### config.mk
export PLATFORM = sky130hd
export DESIGN_NAME = gcd_engine
export DESIGN_NICKNAME = d
export VERILOG_FILES = /design/src/rtl/gcd_engine.sv
export SDC_FILE = /design/constraint.sdc
export NUM_CORES = 1
export LEC_CHECK = 0
export CAP_MARGIN = 40
export CORE_ASPECT_RATIO = 0.8
export CORE_MARGIN = 5
export CORE_UTILIZATION = 56
export DETAILED_ROUTE_END_ITERATION = 12
export HOLD_SLACK_MARGIN = 0.05
export MAX_ROUTING_LAYER = met4
export PLACE_DENSITY = 0.82
export SKIP_CTS_REPAIR_TIMING = 1
export SYNTH_ARGS = -nofsm -noshare
export SYNTH_HDL_FRONTEND = slang
export SYNTH_SLANG_ARGS = --single-unit
### constraint.sdc
create_clock -name clk -period 8.8 [get_ports clk]
set_clock_uncertainty 0.2 [all_clocks]
set_input_delay 1.76 -clock clk [delete_from_list [all_inputs] [get_ports clk]]
set_output_delay 1.76 -clock clk [all_outputs]
set_load 0.1 [all_outputs]
### src/rtl/gcd_engine.sv
// gcd_engine: parametrised GCD unit with integrated datapath and controller.
// A start pulse in IDLE loads the operands; the engine then performs one
// reduction step per clock (subtractive Euclid or binary Stein, chosen by
// ALGO) until a terminating condition is met, pulses done for one cycle and
// returns to IDLE. result, zero_err and iter_count are held until the next
// accepted start.
module gcd_engine #(
  parameter int WIDTH = 16,
  parameter int ALGO  = 0,
  parameter int CNT_W = WIDTH + 1
) (
  input  logic             clk,
  input  logic             rst_n,
  input  logic             start,
  input  logic [WIDTH-1:0] a_in,
  input  logic [WIDTH-1:0] b_in,
  output logic             busy,
  output logic             done,
  output logic [WIDTH-1:0] result,
  output logic             zero_err,
  output logic [CNT_W-1:0] iter_count
);

  // k counts the common factors of two removed by the binary algorithm. It can
  // never exceed WIDTH-1, so clog2(WIDTH)+1 bits always suffice.
  localparam int K_W = $clog2(WIDTH) + 1;

  typedef enum logic [1:0] {
    S_IDLE = 2'd0,
    S_CALC = 2'd1,
    S_DONE = 2'd2
  } state_t;

  state_t           state;
  logic [WIDTH-1:0] reg_a;
  logic [WIDTH-1:0] reg_b;
  logic [K_W-1:0]   k;

  // Operand classification shared by the termination and step logic.
  logic             a_zero;
  logic             b_zero;
  logic             a_even;
  logic             b_even;
  logic             a_eq_b;
  logic             a_gt_b;
  logic [WIDTH-1:0] diff_ab;
  logic [WIDTH-1:0] diff_ba;

  // Result of evaluating one CALC step on the current operands.
  logic             term;
  logic             term_zero;
  logic [WIDTH-1:0] term_val;
  logic [WIDTH-1:0] next_a;
  logic [WIDTH-1:0] next_b;
  logic [K_W-1:0]   next_k;

  // Saturating increment of the step counter.
  logic             iter_full;
  logic [CNT_W-1:0] iter_next;

  // Compare and difference terms; only the larger-minus-smaller difference is
  // ever used, so neither subtraction can underflow when it matters.
  always_comb begin
    a_zero  = (reg_a == '0);
    b_zero  = (reg_b == '0);
    a_even  = ~reg_a[0];
    b_even  = ~reg_b[0];
    a_eq_b  = (reg_a == reg_b);
    a_gt_b  = (reg_a > reg_b);
    diff_ab = reg_a - reg_b;
    diff_ba = reg_b - reg_a;
  end

  // One reduction step: termination checks in priority order, otherwise the
  // algorithm-specific update of A, B and k.
  always_comb begin
    // NOTE: every output of this block gets a default before any branch, so no
    // path leaves a variable unassigned and no latch is inferred.
    term      = 1'b0;
    term_zero = 1'b0;
    term_val  = '0;
    next_a    = reg_a;
    next_b    = reg_b;
    next_k    = k;

    if (a_zero && b_zero) begin
      term      = 1'b1;
      term_zero = 1'b1;
    end else if (a_zero) begin
      term     = 1'b1;
      term_val = reg_b << k;
    end else if (b_zero) begin
      term     = 1'b1;
      term_val = reg_a << k;
    end else if (a_eq_b) begin
      term     = 1'b1;
      term_val = reg_a << k;
    end else if (ALGO == 0) begin
      // Subtractive Euclid: reduce the larger operand by the smaller one.
      if (a_gt_b) begin
        next_a = diff_ab;
      end else begin
        next_b = diff_ba;
      end
    end else begin
      // Binary Stein: strip factors of two, then subtract between odd values.
      if (a_even && b_even) begin
        next_a = reg_a >> 1;
        next_b = reg_b >> 1;
        next_k = k + K_W'(1);
      end else if (a_even) begin
        next_a = reg_a >> 1;
      end else if (b_even) begin
        next_b = reg_b >> 1;
      end else if (a_gt_b) begin
        next_a = diff_ab;
      end else begin
        next_b = diff_ba;
      end
    end
  end

  // Step counter increments on every CALC step and sticks at all-ones.
  always_comb begin
    iter_full = &iter_count;
    iter_next = iter_full ? iter_count : iter_count + CNT_W'(1);
  end

  // Controller and datapath registers: IDLE -> CALC -> DONE -> IDLE, with all
  // outputs registered alongside the state.
  always_ff @(posedge clk or negedge rst_n) begin
    if (!rst_n) begin
      state      <= S_IDLE;
      reg_a      <= '0;
      reg_b      <= '0;
      k          <= '0;
      busy       <= 1'b0;
      done       <= 1'b0;
      result     <= '0;
      zero_err   <= 1'b0;
      iter_count <= '0;
    end else begin
      // NOTE: state is updated with non-blocking assignments so every register
      // in this block samples the pre-edge values, matching real flip-flops.
      unique case (state)
        S_IDLE: begin
          done <= 1'b0;
          if (start) begin
            reg_a      <= a_in;
            reg_b      <= b_in;
            k          <= '0;
            iter_count <= '0;
            zero_err   <= 1'b0;
            busy       <= 1'b1;
            state      <= S_CALC;
          end
        end

        S_CALC: begin
          iter_count <= iter_next;
          if (term) begin
            result   <= term_val;
            zero_err <= term_zero;
            done     <= 1'b1;
            state    <= S_DONE;
          end else begin
            reg_a <= next_a;
            reg_b <= next_b;
            k     <= next_k;
          end
        end

        S_DONE: begin
          // start is deliberately ignored here; a new request is only taken
          // once the engine is back in IDLE.
          done  <= 1'b0;
          busy  <= 1'b0;
          state <= S_IDLE;
        end

        default: begin
          done  <= 1'b0;
          busy  <= 1'b0;
          state <= S_IDLE;
        end
      endcase
    end
  end

endmodule

==> metrics.txt <==
Peak VDD IR=0.266 mV; Final Hold Vio Count=0; cell family with the largest share of critical-path delay=buffers and inverters; CTS Buf Count=9; first-pass GRT wire length=26,400 microns; # setup viols final=0; Remaining Overflow, GRT=0; post-synth top area cell=dfrtp_1; GPL Wtd Cong=0.943; critical path's largest stage delay=0.60 ns; Yosys reg bits=70; Slew Limit Fails=0; Bufs and invs on worst path=2; chip height=95.0 microns; largest family of logic cells by synthesized area=compound AO/OA/AOI/OAI gates; Worst Setup Path Type=primary input to flip-flop; vias in the first global route=5,034; num rows=31; ys async rst share=100%; Synth top area share=34.7%; xor/xnor share of the synthesized area=4.16%; clock transition at the registers of the reported paths=0.06 ns; Setup crit start kind=primary input; Avg WL per Cell=21.1 microns; core area=0.00892 sq mm; Max Clk Rate=243 MHz; Worst Path Max Fanout=16; Vias/cell=6.35; Critical Path AT=4.14 ns; CP required=8.82 ns; antenna violations before repair=0; # DRC=0; drt first pass iters=5; post-synthesis mux area share=8.24%; Mapped Nets=652; Antenna Cells=0; critical path's slowest cell=a21boi_4; synth cell count leaders=dfrtp_1, a21oi_1, nand2_1; worst slew pin tran=0.963 ns; Starting Density=56.6%; total power=2970 uW; post-route minimum period=4.12 ns; status=finished clean; Setup crit end kind=flip-flop; total number of vias=5,065; unrepaired setup endpoints after global routing=no; final WL=16,800 microns; layout cells sized above 1=13.3%; Clock Root Buffer=clkbuf_16; post-route ant nets=0; leak pwr=0.00302 uW; Hold/Removal Path Class=flip-flop to flip-flop; # H-tree levels=3; dominant cell by count in the synthesized netlist=dfrtp_1; Clock Sinks=70; I/O Buffers=70; final worst-path cycle share=46.8%; GRT Resource Usage Total=32.3%; Max Root-Sink Buffers=2; Slew HR=35.3%; EDFF count, synth=0; initial DRC count=612; largest net degree at the start of global routing=70; Netlist Area Pre-Place=0.00505 sq mm; CP Cell Sequence=clkdlybuf4s50_1 -> nor3b_2 -> buf_4 -> o21bai_4 -> a21boi_4 -> mux2_2; Fill cells=632; Die Width=116 microns; Yosys cell types=62; Clock Latency Late Sink=0.34 ns; Ys Warns=0; Mapped Avg Cell Area=8.68 sq um; cell count after synthesis=582; Die Area=0.0110 sq mm; simple-gate portion of the synthesized area=18.5%; Area contributors post-synth=dfrtp_1, ha_1, a21oi_1; post-synthesis sequential area ratio=34.7%; P&R area growth vs syn=32.0%; top_reg_cell synth=dfrtp_1; CTS tree=yes; Fin Setup TNS=0 ns; Final Net Count=748; PwrDens=445 mW/mm^2; post-DP HPWL=12,400 microns; Synth Area in Compound Gates=19.5%; max cap viols=0; adder and majority gate portion of the synthesized area=8.96%; Ports=71
==> routing by layer <==
layer	wire, microns	global-route usage [%]	vias to the layer above
met5	0	-	-
met4	423	10.2	0
met3	1650	8.90	48
met2	8100	51.2	285
met1	6660	40.3	2467
li1	-	-	2265
==> worst reg2reg max path, cell delays in order, from the launching register on <==
cell	delay, ns
dfrtp_1	0.45
inv_1	0.08
ha_1	0.43
a21oi_1	0.53
nand2_1	0.12
o21ai_0	0.50
o31ai_2	0.19
a21boi_4	0.59
mux2_2	0.41
==> worst paths after layout <==
| kind | startpoint | slack [ns] | cells past startpoint | end |
|---|---|---|---|---|
| worst min register to register | result[5] | 0.30 | 2 | result[5] |
| worst max-delay path | start | 4.68 | 6 | reg_b[5] |
| min in group asynchronous | rst_n | 1.18 | 2 | reg_a[8] |
| worst min-delay path | result[5] | 0.30 | 2 | result[5] |
| max in group asynchronous | rst_n | 6.66 | 3 | reg_a[2] |
| worst max register to register | reg_a[5] | 5.21 | 8 | reg_b[5] |
==> layout make-up <==
class                           instances  area, sq um  area share [%]
Sequential cell                        70         1750            26.3
Clock buffer                            9          225            3.38
Tap cell                              115          144            2.16
Clock inverter                          7         48.8           0.732
Multi-Input combinational cell        443         3000            45.0
Inverter                               42          158            2.36
Timing Repair Buffer                  112         1340            20.1
==> power by group <==
part / switching (uW) / total, uW / internal [uW]
sequential: 155 / 586 / 431
clock: 145 / 336 / 190
combinational: 1200 / 2040 / 846
==> metrics by stage <==
stage	hold WS [ns]	setup WS [ns]	std cells	instance area (sq um)	util (%)
finish	0.301	4.68	798	6670	74.8
floorplan	0.334	5.42	582	5050	-
detailed placement	0.287	4.38	782	6390	71.7
CTS	0.300	4.72	798	6670	74.8
global placement	0.270	4.18	744	5780	64.8
global route	0.342	4.57	798	6670	74.8
==> state kept, by name (all words and copies together) (netlist names) <==
signal / flops
zero_err: 1
reg_a: 16
state: 2
reg_b: 16
busy: 1
result: 16
iter_count: 17
done: 1
==> cells by family (layout without fill, tap and decap cells) <==
kind of cell,Yosys count,after routing
simple gates,191,191
xor+xnor,24,24
fa+ha+maj,35,35
buf+inv,69,170
mux,36,36
compound gates,157,157
flops,70,70
==> layout by cell type (no fill, tap or decap), types with 5 or more instances in the layout <==
cell type        instances
o21ai_0                 37
xor2_1                  14
clkdlybuf4s50_1         69
ha_1                    33
nor2_1                  52
nor3_1                   9
buf_8                   33
mux2i_1                 15
nand4_1                 11
a21oi_1                 61
dfrtp_1                 70
nor4_1                   9
clkbuf_16                9
xnor2_1                 10
a21o_1                   5
mux2_4                   8
o211ai_1                 5
inv_1                   42
or3_1                    5
nand2b_1                 5
mux2_2                  13
a22oi_1                  6
buf_4                    5
and3_1                   7
nand2_1                 58
o31ai_1                  5
nand3_1                 12
Note: power is estimated with default switching activity, not from simulation.
